**src/rtl/debug_pkg.sv**
```systemverilog
// Shared types and defaults for the debug output-conditioning stage.
// Also provides the timer-width helper used by the LED stretcher.
package debug_pkg;

  typedef enum logic [1:0] {S_IDLE, S_ON, S_LEVEL, S_GAP} led_state_e;

  localparam int LED_HOLD_DEF = 2_000_000;
  localparam int LED_GAP_DEF  = 1_000_000;

  // Wide enough to hold max(hold, gap) - 1; never narrower than one bit.
  function automatic int tmr_width(input int hold, input int gap);
    int m;
    m = (hold > gap) ? hold : gap;
    return (m > 1) ? $clog2(m) : 1;
  endfunction

endpackage

```
**src/rtl/debug_sync_edge.sv**
```systemverilog
// Multi-flop synchroniser for one asynchronous bit, followed by an edge detector.
// level_o is the synchronised level; rise_o/fall_o are single-cycle strobes.
module debug_sync_edge #(
  parameter int SYNC_STAGES = 2
) (
  input  logic clk_i,
  input  logic rst_ni,
  input  logic async_i,
  output logic level_o,
  output logic rise_o,
  output logic fall_o
);

  (* ASYNC_REG = "TRUE" *) logic [SYNC_STAGES-1:0] sync_q;
  logic prev_q;

  always_ff @(posedge clk_i or negedge rst_ni) begin
    if (!rst_ni) begin
      sync_q <= '0;
      prev_q <= 1'b0;
    end else begin
      sync_q <= {sync_q[SYNC_STAGES-2:0], async_i};
      prev_q <= sync_q[SYNC_STAGES-1];
    end
  end

  assign level_o = sync_q[SYNC_STAGES-1];
  assign rise_o  = level_o & ~prev_q;
  assign fall_o  = ~level_o & prev_q;

endmodule

```
**src/rtl/debug_led_stretcher.sv**
```systemverilog
// Conditions the debug mux outputs: stretches the LED status bit into a visible pulse with
// minimum on/off times, and flags/counts rising edges on each DEBUG_SIG bit.
module debug_led_stretcher
  import debug_pkg::*;
#(
  parameter int HOLD_CYCLES = LED_HOLD_DEF,
  parameter int GAP_CYCLES  = LED_GAP_DEF,
  parameter int SYNC_STAGES = 2,
  parameter int CNT_W       = 8
) (
  input  logic               clk_20mhz,
  input  logic               rst_n_20mhz,
  input  logic               led_in,
  input  logic [7:0]         led_sel,
  input  logic [3:0]         dbg_in,
  input  logic               dbg_clr,
  output logic               led_out,
  output logic               led_busy,
  output logic [3:0]         dbg_sticky,
  output logic [4*CNT_W-1:0] dbg_cnt
);

  localparam int TMR_W = tmr_width(HOLD_CYCLES, GAP_CYCLES);
  localparam logic [TMR_W-1:0] HOLD_LOAD = TMR_W'(HOLD_CYCLES - 1);
  localparam logic [TMR_W-1:0] GAP_LOAD  = TMR_W'(GAP_CYCLES - 1);
  localparam logic [CNT_W-1:0] CNT_MAX   = {CNT_W{1'b1}};

  logic             led_level, led_rise, led_fall;
  led_state_e       state_q;
  logic [TMR_W-1:0] tmr_q;
  logic             pend_q;
  logic [7:0]       sel_q;

  debug_sync_edge #(.SYNC_STAGES(SYNC_STAGES)) u_led_sync (
    .clk_i   (clk_20mhz),
    .rst_ni  (rst_n_20mhz),
    .async_i (led_in),
    .level_o (led_level),
    .rise_o  (led_rise),
    .fall_o  (led_fall)
  );

  always_ff @(posedge clk_20mhz or negedge rst_n_20mhz) begin
    if (!rst_n_20mhz) begin
      state_q  <= S_IDLE;
      tmr_q    <= '0;
      pend_q   <= 1'b0;
      sel_q    <= '0;
      led_out  <= 1'b0;
      led_busy <= 1'b0;
    end else begin
      sel_q <= led_sel;
      // A new select code drops any in-flight event from the previous source.
      if (led_sel != sel_q) begin
        state_q  <= S_IDLE;
        tmr_q    <= '0;
        pend_q   <= 1'b0;
        led_out  <= 1'b0;
        led_busy <= 1'b0;
      end else begin
        case (state_q)
          S_IDLE: begin
            if (led_rise) begin
              state_q  <= S_ON;
              tmr_q    <= HOLD_LOAD;
              led_out  <= 1'b1;
              led_busy <= 1'b1;
            end
          end
          S_ON: begin
            if (tmr_q == '0) begin
              if (led_level) begin
                state_q <= S_LEVEL;
              end else begin
                state_q <= S_GAP;
                tmr_q   <= GAP_LOAD;
                led_out <= 1'b0;
              end
            end else begin
              tmr_q <= tmr_q - TMR_W'(1);
            end
          end
          S_LEVEL: begin
            if (led_fall || !led_level) begin
              state_q <= S_GAP;
              tmr_q   <= GAP_LOAD;
              led_out <= 1'b0;
            end
          end
          S_GAP: begin
            if (tmr_q == '0) begin
              pend_q <= 1'b0;
              if (pend_q || led_rise || led_level) begin
                state_q <= S_ON;
                tmr_q   <= HOLD_LOAD;
                led_out <= 1'b1;
              end else begin
                state_q  <= S_IDLE;
                led_busy <= 1'b0;
              end
            end else begin
              tmr_q <= tmr_q - TMR_W'(1);
              if (led_rise) pend_q <= 1'b1;
            end
          end
          default: begin
            state_q  <= S_IDLE;
            tmr_q    <= '0;
            pend_q   <= 1'b0;
            led_out  <= 1'b0;
            led_busy <= 1'b0;
          end
        endcase
      end
    end
  end

  genvar gi;
  generate
    for (gi = 0; gi < 4; gi++) begin : g_dbg
      logic             rise, level_unused, fall_unused;
      logic             sticky_q, sticky_d;
      logic [CNT_W-1:0] cnt_q, cnt_d;

      debug_sync_edge #(.SYNC_STAGES(SYNC_STAGES)) u_sync (
        .clk_i   (clk_20mhz),
        .rst_ni  (rst_n_20mhz),
        .async_i (dbg_in[gi]),
        .level_o (level_unused),
        .rise_o  (rise),
        .fall_o  (fall_unused)
      );

      // A clear coinciding with an edge keeps that edge as the first new count.
      always_comb begin
        sticky_d = sticky_q;
        cnt_d    = cnt_q;
        if (dbg_clr) begin
          sticky_d = rise;
          cnt_d    = rise ? CNT_W'(1) : '0;
        end else if (rise) begin
          sticky_d = 1'b1;
          if (cnt_q != CNT_MAX) cnt_d = cnt_q + CNT_W'(1);
        end
      end

      always_ff @(posedge clk_20mhz or negedge rst_n_20mhz) begin
        if (!rst_n_20mhz) begin
          sticky_q <= 1'b0;
          cnt_q    <= '0;
        end else begin
          sticky_q <= sticky_d;
          cnt_q    <= cnt_d;
        end
      end

      assign dbg_sticky[gi]               = sticky_q;
      assign dbg_cnt[gi*CNT_W +: CNT_W]   = cnt_q;
    end
  endgenerate

endmodule

```
**config.mk**
```make
export PLATFORM = sky130hd
export DESIGN_NAME = debug_led_stretcher
export DESIGN_NICKNAME = d
export VERILOG_FILES = /design/src/rtl/debug_pkg.sv /design/src/rtl/debug_sync_edge.sv /design/src/rtl/debug_led_stretcher.sv
export SDC_FILE = /design/constraint.sdc
export NUM_CORES = 1
export LEC_CHECK = 0
export ABC_AREA = 1
export CORE_MARGIN = 1
export CORE_UTILIZATION = 48
export DETAILED_ROUTE_END_ITERATION = 8
export PLACE_DENSITY = 0.67
export SETUP_SLACK_MARGIN = 0.05
export SYNTH_ARGS = -nofsm -noshare
export SYNTH_HDL_FRONTEND = slang
export SYNTH_SLANG_ARGS = --single-unit
```
**constraint.sdc**
```tcl
create_clock -name clk_20mhz -period 3.1 [get_ports clk_20mhz]
set_input_delay 0.775 -clock clk_20mhz [delete_from_list [all_inputs] [get_ports clk_20mhz]]
set_output_delay 0.775 -clock clk_20mhz [all_outputs]
set_load 0.01 [all_outputs]
```
# Word level (Yosys, flattened, before mapping)
# Index checks and enable logic that the tools add are counted.
dict set report classes {
  eq_ne 17
  mux 55
  n_bitwise 12
  reduce_logical 26
  addsub 5
}
# op count
set op_table {}
lappend op_table {{$mux W21} 7}
lappend op_table {{$mux W8} 12}
lappend op_table {{$pmux W21 S4} 1}
lappend op_table {{$add A8 B1 Y8 const B} 4}
lappend op_table {{$ne A8 B8 Y1 const B} 4}
lappend op_table {{$mux W1} 27}
lappend op_table {{$logic_not A21 Y1} 1}
lappend op_table {{$ne A3 B3 Y1 const B} 7}
lappend op_table {{$sub A21 B1 Y21 const B} 1}
lappend op_table {{$reduce_bool A2 Y1} 9}
lappend op_table {{$reduce_and A4 Y1} 3}
lappend op_table {{$mux W2} 5}
lappend op_table {{$reduce_and A2 Y1} 5}
lappend op_table {{$ne A4 B4 Y1 const B} 2}
lappend op_table {{$ne A8 B8 Y1} 1}
lappend op_table {{$pmux W2 S4} 1}
lappend op_table {{$and A1 B1 Y1} 6}
lappend op_table {{$not A1 Y1} 6}
lappend op_table {{$reduce_and A6 Y1} 1}
lappend op_table {{$reduce_bool A3 Y1} 2}
lappend op_table {{$eq A2 B2 Y1 const B} 2}
lappend op_table {{$pmux W1 S4} 1}
lappend op_table {{$logic_or A1 B1 Y1} 3}
lappend op_table {{$eq A2 B1 Y1 const B} 1}
lappend op_table {{3 further kinds} 3}
dict set report totals {
  regBits 85
  elab_cells 139
  output_inout_bits 38
  input_bits 16
}

# Depth between registers and ports, before layout
# Gate-level depths: netlist (run 1).
dict set report depth {
  depth_word 8
  depth_mapped 13
  ltp_nobuf 13
}

# By module
# Synthesis (run 1) repeated with hierarchy kept, for this count alone.
dict set report hier_totals {
  hier_cells 593
  area_unflattened_um2 4538.1
}
# module instances seq_area_each_um2 area_per_inst_um2 cells_each
set by_module_without_submodules {}
lappend by_module_without_submodules {debug_led_stretcher 1 1751.7 4087.7 558}
lappend by_module_without_submodules {debug_sync_edge 5 75.1 90.1 7}

# Worst setup path after synthesis (run 1)
# Ideal clock, no wire load.
dict set report synth_timing {
  kind {input to register}
  from {input led_sel[6]}
  to {register tmr_q[3]}
  slack_ns 1.212
  required_ns 3.025
  arrival_time_ns 1.813
  stages 10
  n_path_buf 1
  setup_ns 0.075
  cell_sequence {xnor2_1 nand2_1 nor2_2 nand4_1 nand2_2 inv_4 nand2_4 buf_6 nand2_1 o21ai_2}
}
dict set report synth_between {
  elab_chain_len 3
  elab_cells_between_ends 7
  classes_between {5 x eq/ne; 1 x mux; 1 x reduce/logical}
}
# element line_no
set synth_lines {}
lappend synth_lines {{from (decl)} debug_led_stretcher.sv:14} ;# input logic [7:0] led_sel,
lappend synth_lines {{$ne A8 B8 Y1 *} debug_led_stretcher.sv:54} ;# if (led_sel != sel_q) begin
lappend synth_lines {{$ne A4 B4 Y1 (no source line) or $ne A3 B3 Y1 (tied branches)} n/a}
lappend synth_lines {{$reduce_and A4 Y1 (no source line)} n/a}
lappend synth_lines {{to (signal assigned)} debug_led_stretcher.sv:80} ;# tmr_q <= tmr_q - TMR_W'(1);
lappend synth_lines {{to (signal assigned)} debug_led_stretcher.sv:102} ;# tmr_q <= tmr_q - TMR_W'(1);
lappend synth_lines {{to (decl)} debug_led_stretcher.sv:30} ;# logic [TMR_W-1:0] tmr_q;
# Every way passes the cells marked *; elsewhere a longest branch is shown, timed or not.
# A chain may end at the register's enable or synchronous reset.

# Worst setup path in the final report (run 1)
dict set report layout_timing {
  from {input dbg_clr}
  to {register g_dbg[0].cnt_q[4]}
}
dict set report layout_between {
  elab_chain_len 2
  elab_cells_between_ends 4
  classes_between {1 x mux; 3 x reduce/logical}
}
# element line_no
set layout_lines {}
lappend layout_lines {{from (decl)} debug_led_stretcher.sv:16} ;# input logic dbg_clr,
lappend layout_lines {{$reduce_bool A2 Y1 (no source line)} n/a}
lappend layout_lines {{$reduce_and A2 Y1 (no source line)} n/a}
lappend layout_lines {{to (signal assigned)} debug_led_stretcher.sv:153} ;# cnt_q <= cnt_d;
lappend layout_lines {{to (decl)} debug_led_stretcher.sv:123} ;# logic [CNT_W-1:0] cnt_q, cnt_d;
# Parallel ways exist; a longest one is shown, timed or not.

==> out/qor.yml, run 1 <==
sta:
  timing.setup.tns_ps: 0
  slew_violations: 0
  slew_headroom_pct: 63.0
  setup_viol: 0
  fin_skew_ps: 8.24
  finalHoldViolCount: 0
  period_needed_ps: 2340
  rsz0062_at_grt: "false"
  worst_hold_slack_ps: 353
  tightest_slew_ps: 549
  max_freq_mhz: 428
  period_share_pct: 75.4
logic_synthesis:
  synth-edff-count: 0
  synth_ff_type: "dfrtp_1"
  netlist_area_um2: 4500
  ys_async_sr_fraction_pct: 100
  yosysSeqAreaShare_pct: 47.2
  synth_top_area_cell: "dfrtp_1"
  synth_nets: 598
  synthCells: 573
  netlist.area_leader.share_pct: 47.2
  synth_seq_cells: 85
  yosysWarnings: 0
  syn_avg_cell_area_um2: 7.86
  synth_area_leaders: "dfrtp_1 47%, nand2_1 11%, inv_1 6.9%"
  synth_cell_types: 41
grt:
  grt_pass1_vias: 3533
  grt_max_degree: 45
  antenna_found_initial: 0
  grt_pass1_wl_um: 16200
  grt_usage_pct: 20.7
  overflow: 0
power:
  vdd_ir_drop_max_v: 0.000319
  power_density_nw_per_um2: 404
  p_leak_nw: 2.65
  fin_total_pwr_mw: 2.15
cells_and_area:
  layout.cells.most_common_list: "136 x nand2_1, 85 x dfrtp_1, 83 x inv_1, 63 x nor2_1, 52 x clkdlybuf4s50_1"
  fin_nets: 654
  area_growth_syn_to_layout_pct: 18.2
  final_common_cell: "nand2_1"
  fillCellCount: 800
  multi_input_area_um2: 1980
  drive_above_1_share_pct: 8.68
  seq_area_um2: 2130
  num_antenna_cells: 0
  fin_area_um2: 5320
clock_tree:
  cts_setup_buffers: 0
  cts_max_level: 3
  clock_path_buffers: 2
  cts_buffers: 9
  root_buffer: "clkbuf_8"
  hold_buffers: 0
  ctsResizeCount: 0
  clk_pin_slew_ps: 90
  cts_tree: "done"
  insertion_delay_ps: 350
  cts.sink_count: 85
worst_setup_path:
  cpMostUsedCell: "nor2_1"
  worst_setup_path_end_kind: "flip-flop"
  cp.required_ps: 3350
  crit_buf_inv: 3
  path_class: "in -> reg"
  arrival_ps: 2590
  cp_max_fo: 9
  crit_family: "buffers and inverters"
  rrSetupSlack_ps: 890
  cp_slowest_cell: "clkdlybuf4s50_1"
  slowest_delay_ps: 580
  start_kind: "input pin"
  critical_path.cell_chain: "clkdlybuf4s50_1, buf_4, o21ai_0, nor2_1, inv_1, nor2_1, o21ai_0, nor2_1"
run:
  maxCapViolations: 0
place:
  placed_area_um2: 5130
  gp_congestion: 0.851
  dp_hpwl_um: 6950
  portBuffers: 53
die:
  io_pins: 54
  fp-row-count: 34
  core_um2: 8890
  die_y_um: 98.8
  initial_utilization_pct: 50.6
  fp.dieW_um: 98.8
  die_area_um2: 9770
drt:
  wire_per_inst_um: 12.7
  viasPerCell: 5.14
  vias: 3817
  drt-initial-drc-count: 171
  drc: 0
  first_pass_iters: 5
  routed_wl_um: 9410
  postRouteAntennaNets: 0
outcome:
  outcome: "finished clean"
worst_hold_path:
  min_path_type: "reg -> reg"
## per-layer routing
metal / routed length (um) / GRT usage, % / part of all wire [%]
met3: 479 / 2.84 / 5.1
met1: 4490 / 28.2 / 48
met2: 4290 / 33.5 / 46
met4: 156 / 8.15 / 1.7
met5: 0 / 0 / 0
## sequential cells by signal, indices dropped and copies added (netlist names)
signal	flops
g_dbg.cnt_q	32
g_dbg.u_sync.sync_q	8
g_dbg.u_sync.prev_q	4
u_led_sync.sync_q	2
sel_q	8
led_busy	1
u_led_sync.prev_q	1
led_out	1
pend_q	1
g_dbg.sticky_q	4
tmr_q	21
state_q	2
## path summary, 6_finish.rpt
kind / start / to / cells after the start
worst max-delay path: dbg_clr / g_dbg[0].cnt_q[4] / 8
worst min-delay path: g_dbg[1].u_sync.sync_q[0] / g_dbg[1].u_sync.sync_q[1] / 0
worst max register to register: state_q[0] / tmr_q[20] / 7
worst min register to register: g_dbg[1].u_sync.sync_q[0] / g_dbg[1].u_sync.sync_q[1] / 0
max in group asynchronous: rst_n_20mhz / tmr_q[4] / 2
min in group asynchronous: rst_n_20mhz / g_dbg[0].sticky_q / 1
## Yosys cell counts, types with 3 or more instances
cell type and number:
nand3_1 29, nand2_4 3, nand2_1 136, o21ai_2 6
xnor2_1 5, nor2_2 8, nor2_1 63, ha_1 9
nand2_2 9, xor2_1 3, o31ai_1 3, o21ai_1 8
o21ai_0 28, dfrtp_1 85, a21oi_1 35, nand4_1 11
buf_4 5, a211oi_1 3, clkbuf_1 4, nor3_1 13
inv_1 83
## cell type report
cell class	instances	area share (%)
Multi-Input combinational cell	391	37.2
Tap cell	108	2.54
Timing Repair Buffer	56	10.6
Clock inverter	5	1.11
Sequential cell	85	40.0
Inverter	86	6.14
Clock buffer	11	2.47
## report_power, final
group          internal [mW]  leakage [nW]  switching [mW]  total [mW]
clock network          0.375        0.0899           0.406       0.780
registers               1.14          1.12          0.0268        1.17
logic                 0.0900          1.44           0.110       0.200
## logic make-up (layout without fill, tap and decap cells)
| logic type | Yosys count | in the layout | share of synthesized area [%] |
|---|---|---|---|
| AO/OA/AOI/OAI | 92 | 92 | 11.8 |
| AND/OR/NAND/NOR | 282 | 282 | 28.1 |
| buffers and inverters | 97 | 158 | 8.78 |
| flip-flops | 85 | 85 | 47.2 |
| adder cells (fa/ha/maj) | 9 | 9 | 2.50 |
| XOR/XNOR | 8 | 8 | 1.56 |
## stage by stage
stage	std cells	setup slack [ps]	util (%)
finish	742	762	59.9
global route	742	585	59.9
CTS	742	784	59.9
detailed placement	726	400	57.7
global placement	726	478	57.7
floorplan	573	1210	-
Power figures use the tool's default switching activity.
==> run 2, diff against run 1 <==
--- a/config.mk
+++ b/config.mk
@@ -9,7 +9,7 @@
 export CORE_MARGIN = 1
 export CORE_UTILIZATION = 48
 export DETAILED_ROUTE_END_ITERATION = 8
-export PLACE_DENSITY = 0.67
+export PLACE_DENSITY = 0.7
 export SETUP_SLACK_MARGIN = 0.05
 export SYNTH_ARGS = -nofsm -noshare
 export SYNTH_HDL_FRONTEND = slang
==> constraint.sdc (replaced) <==
create_clock -name clk_20mhz -period 2 [get_ports clk_20mhz]
set_input_delay 0.5 -clock clk_20mhz [delete_from_list [all_inputs] [get_ports clk_20mhz]]
set_output_delay 0.5 -clock clk_20mhz [all_outputs]
set_load 0.01 [all_outputs]
==> out/qor.yml, run 2 (synthesized netlist as in run 1, its figures left out) <==
power:
  power_density_nw_per_um2: 584
  fin_total_pwr_mw: 3.39
  p_leak_nw: 2.89
  vdd_ir_drop_max_v: 0.000310
cells_and_area:
  area_growth_syn_to_layout_pct: 28.8
  layout.cells.most_common_list: "130 x nand2_1, 85 x dfrtp_1, 80 x inv_1, 56 x nor2_1, 52 x clkdlybuf4s50_1"
  reg.largest.list: "g_dbg.cnt_q (32), tmr_q (21)"
  num_antenna_cells: 0
  fin_util_pct: 65.2
  largest_reg_flops: 32
  final_common_cell: "nand2_1"
  regMostFlops: "g_dbg.cnt_q"
  fin_nets: 694
  drive_above_1_share_pct: 17.2
  fin_area_um2: 5800
place:
  portBuffers: 53
  placed_area_um2: 5400
  dp_hpwl_um: 7490
  gp_congestion: 0.912
sta:
  setup_viol: 0
  worst_hold_slack_ps: 41.4
  period_share_pct: 97.2
  period_needed_ps: 1940
  tightest_slew_ps: 460
  finalHoldViolCount: 0
  max_freq_mhz: 514
  fin_skew_ps: 7.28
  slew_headroom_pct: 69.1
  rsz0062_at_grt: "true"
  timing.setup.tns_ps: 0
  slew_violations: 0
grt:
  antenna_found_initial: 0
  grt_usage_pct: 22.2
  grt_pass1_wl_um: 17300
  grt_pass1_vias: 3825
  grt_max_degree: 44
  overflow: 0
drt:
  wire_per_inst_um: 13.2
  drt-initial-drc-count: 189
  first_pass_iters: 5
  drc: 0
  routed_wl_um: 10300
  vias: 4082
  viasPerCell: 5.22
  postRouteAntennaNets: 0
die:
  io_pins: 54
  core_um2: 8890
  die_y_um: 98.8
  initial_utilization_pct: 50.6
  fp.dieW_um: 98.8
  die_area_um2: 9770
  fp-row-count: 34
clock_tree:
  root_buffer: "clkbuf_8"
  clk_pin_slew_ps: 80
  insertion_delay_ps: 360
  cts_max_level: 3
  cts_buffers: 9
  cts.sink_count: 85
  clock_path_buffers: 2
  cts_tree: "done"
  hold_buffers: 0
worst_setup_path:
  cp_slowest_cell: "clkdlybuf4s50_1"
  rrSetupSlack_ps: 90
  slowest_delay_ps: 500
  arrival_ps: 2240
  cp.required_ps: 2290
  r2r-start: "tmr_q[1]"
  r2r-end: "tmr_q[5]"
  critical_path.cell_chain: "clkdlybuf4s50_1, nand2_1, nand2_1, nand2_2, nor2_4, nand2_2, buf_4, nor4_1, o22a_1"
  start_kind: "input pin"
  path_class: "in -> reg"
  rr_worst_depth: 12
  worst_setup_path_end_kind: "flip-flop"
  cp_max_fo: 6
run:
  maxCapViolations: 0
worst_hold_path:
  min_path_type: "in -> async"
outcome:
  outcome: "finished clean"
run 2: cell count changes in the layout (fill, tap and decap cells not counted), sizes merged:
cell / previous run / this run
buf: 4 / 42
clkbuf: 11 / 13
run 2: where the power goes:
group / switching (mW) / leakage (nW) / internal, mW
Combinational: 0.186 / 1.68 / 0.168
Sequential: 0.0413 / 1.12 / 1.77
Clock: 0.637 / 0.0899 / 0.581
Total: 0.865 / 2.89 / 2.52
run 2: final cells by class:
cell class,count,area (um^2)
clock buffers,11,131
clock inverters,5,58.8
fillers,777,3090
inverters,86,327
multi-input cells,391,2100
flip-flops and latches,85,2130
well taps,108,135
repair buffers,96,923
run 2: per-stage QoR:
step                instances  setup slack (ps)
floorplan                 573               143
global placement          758              -217
detailed placement        758              -271
CTS                       774              88.2
global route              782             -24.1
finish                    782              55.7
run 2: repair_timing:
item	CTS	global route
setup buffers	0	6
endpoints found under the setup margin	0	31
gates resized for setup	0	34
run 2: worst max-delay path: cells and delay by family:
family / cells / cell delay (ps)
AO/OA/AOI/OAI: 1 / 210
buffers and inverters: 2 / 680
AND/OR/NAND/NOR: 6 / 830
run 2: metal layers:
metal  vias to the layer above  global-route usage (%)  part of all wire (%)
met3                        19                    4.61                   5.7
met4                         0                    10.3                   1.9
met2                       135                    35.3                    46
met1                      1902                    29.3                    46
met5                         -                       0                     0
li1                       2026                       -                     -
run 2: how the worst max path moves through the flow:
stage / from / to / cells after the start
5_1_grt: tmr_q[1] / tmr_q[3] / 13
6_report: led_sel[7] / led_busy / 9
3_5_place_dp: led_sel[6] / tmr_q[13] / 10
2_1_floorplan: state_q[0] / tmr_q[14] / 11
4_1_cts: tmr_q[0] / tmr_q[10] / 13
3_3_place_gp: led_sel[6] / tmr_q[10] / 11
==> run 3, diff against run 2 <==
--- a/config.mk
+++ b/config.mk
@@ -6,10 +6,12 @@
 export NUM_CORES = 1
 export LEC_CHECK = 0
 export ABC_AREA = 1
+export CAP_MARGIN = 20
 export CORE_MARGIN = 1
 export CORE_UTILIZATION = 48
 export DETAILED_ROUTE_END_ITERATION = 8
 export PLACE_DENSITY = 0.7
+export REMOVE_ABC_BUFFERS = 1
 export SETUP_SLACK_MARGIN = 0.05
 export SYNTH_ARGS = -nofsm -noshare
 export SYNTH_HDL_FRONTEND = slang
==> out/qor.yml, run 3 (synthesized netlist as in run 1, its figures left out) <==
die:
  initial_utilization_pct: 50.6
  fp.dieW_um: 98.8
  io_pins: 54
  die_area_um2: 9770
  die_y_um: 98.8
  fp-row-count: 34
  core_um2: 8890
worst_setup_path:
  arrival_ps: 2200
  slowest_delay_ps: 400
  crit_buf_inv: 2
  start_kind: "flip-flop"
  cp.required_ps: 2250
  cp_slowest_cell: "dfrtp_1"
  path_class: "reg -> reg"
  crit_family: "simple AND/OR/NAND/NOR gates"
  cpMostUsedCell: "nor2_4"
  worst_setup_path_end_kind: "flip-flop"
  cp_max_fo: 4
  critical_path.cell_chain: "inv_2, ha_4, nand2_4, nor2_4, nand2_2, nor2_4, nand4_4, nor2_4, a21oi_4, nand2_4, clkbuf_16, o21ai_2"
cells_and_area:
  fillCellCount: 730
  num_antenna_cells: 0
  largest_reg_flops: 32
  fin_util_pct: 66.6
  instances_no_fill: 786
  reg.largest.list: "g_dbg.cnt_q (32), tmr_q (21)"
  area_growth_syn_to_layout_pct: 31.6
  drive_above_1_share_pct: 19.2
  regMostFlops: "g_dbg.cnt_q"
  final_common_cell: "nand2_1"
  fin_nets: 699
  layout.cells.most_common_list: "121 x nand2_1, 84 x dfrtp_1, 79 x inv_1, 59 x nor2_1, 44 x clkdlybuf4s50_1"
power:
  clkPwrFrac_pct: 36.3
  power_density_nw_per_um2: 574
  p_leak_nw: 3.03
  vdd_ir_drop_max_v: 0.000330
  pwr-share-comb_pct: 10.4
  fin_total_pwr_mw: 3.40
  p_switching_mw: 0.857
  p_int_mw: 2.55
  swShare_pct: 25.2
  seqPwrFrac_pct: 53.2
drt:
  drc: 0
  postRouteAntennaNets: 0
  routed_wl_um: 10600
  viasPerCell: 5.19
  drt-initial-drc-count: 256
  wire_per_inst_um: 13.4
  first_pass_iters: 5
  vias: 4080
sta:
  period_needed_ps: 1950
  slew_violations: 0
  slew_headroom_pct: 68.3
  fin_skew_ps: 10.4
  tightest_slew_ps: 475
  max_freq_mhz: 512
  finalHoldViolCount: 0
  period_share_pct: 97.6
  setup_viol: 0
  rsz0062_at_grt: "true"
clock_tree:
  cts.sink_count: 85
  cts_buffers: 9
  cts_tree: "done"
  root_buffer: "clkbuf_8"
  hold_buffers: 0
  clock_path_buffers: 2
  clk_pin_slew_ps: 90
  cts_max_level: 3
  insertion_delay_ps: 360
place:
  dp_hpwl_um: 7540
  gp_congestion: 0.953
  dp.cells: 759
  portBuffers: 53
grt:
  grt_usage_pct: 22.3
  overflow: 0
  grt_pass1_vias: 3905
  grt_pass1_wl_um: 17500
  grt_max_degree: 38
  antenna_found_initial: 0
outcome:
  outcome: "finished clean"
run:
  maxCapViolations: 0
worst_hold_path:
  min_path_type: "in -> async"
==> run 3: worst register-to-register path: stages (launching register included) <==
cell,delay (ps)
dfrtp_1,400
inv_2,90
ha_4,150
nand2_4,50
nor2_4,130
nand2_2,90
nor2_4,150
nand4_4,100
nor2_4,210
a21oi_4,110
nand2_4,150
clkbuf_16,160
o21ai_2,40
==> run 3: metrics by stage <==
step / hold slack, ps / TNS, ps / setup slack, ps / cell area [um^2]
2_1_floorplan: 204 / 0 / 134 / 4430
3_3_place_gp: 333 / -6940 / -217 / 5400
3_5_place_dp: 336 / -9450 / -314 / 5400
4_1_cts: 93.2 / 0 / 79.5 / 5600
5_1_grt: 114 / -187 / -33.3 / 5930
6_report: 89.3 / 0 / 47.3 / 5930
==> run 3: worst paths after layout <==
path | endpoint | slack (ps) | from | depth (start not counted)
worst max-delay path | tmr_q[0] | 50 | tmr_q[1] | 12
worst min-delay path | g_dbg[3].cnt_q[2] | 90 | rst_n_20mhz | 1
worst max register to register | tmr_q[0] | 50 | tmr_q[1] | 12
worst min register to register | g_dbg[2].u_sync.sync_q[1] | 350 | g_dbg[2].u_sync.sync_q[0] | 0
max in group asynchronous | tmr_q[6] | 1300 | rst_n_20mhz | 2
min in group clk_20mhz | sel_q[3] | 290 | led_sel[3] | 1
==> run 3: metal layers <==
metal / up-vias / track usage, % / part of all wire, % / routed length, um
li1: 2041 / - / - / -
met1: 1925 / 28.8 / 45 / 4770
met2: 99 / 37.0 / 48 / 5090
met3: 15 / 4.61 / 4.7 / 496
met4: 0 / 8.84 / 2.0 / 206
met5: - / 0 / 0 / 0
==> run 3: timing repair <==
item	4_1_cts	5_1_grt
buffers inserted	0	10
gates resized for setup	0	61
endpoints found under the setup margin	0	32
==> run 3: final cells by class <==
type | count | area, um^2 | share of cell area (%)
clock buffers | 10 | 138 | 2.32
inverters | 86 | 330 | 5.57
repair buffers | 101 | 992 | 16.7
flip-flops and latches | 85 | 2130 | 35.9
clock inverters | 5 | 60.1 | 1.01
multi-input cells | 391 | 2140 | 36.1
well taps | 108 | 135 | 2.28
==> run 3: power groups by stage <==
stage | combinational (mW) | sequential, mW | clock, mW
after floorplan | 0.130 | 1.85 | 0
after global placement | 0.329 | 1.84 | 0
after detailed placement | 0.338 | 1.85 | 0
after CTS | 0.339 | 1.81 | 1.27
after global routing | 0.397 | 1.82 | 1.33
final | 0.354 | 1.81 | 1.24
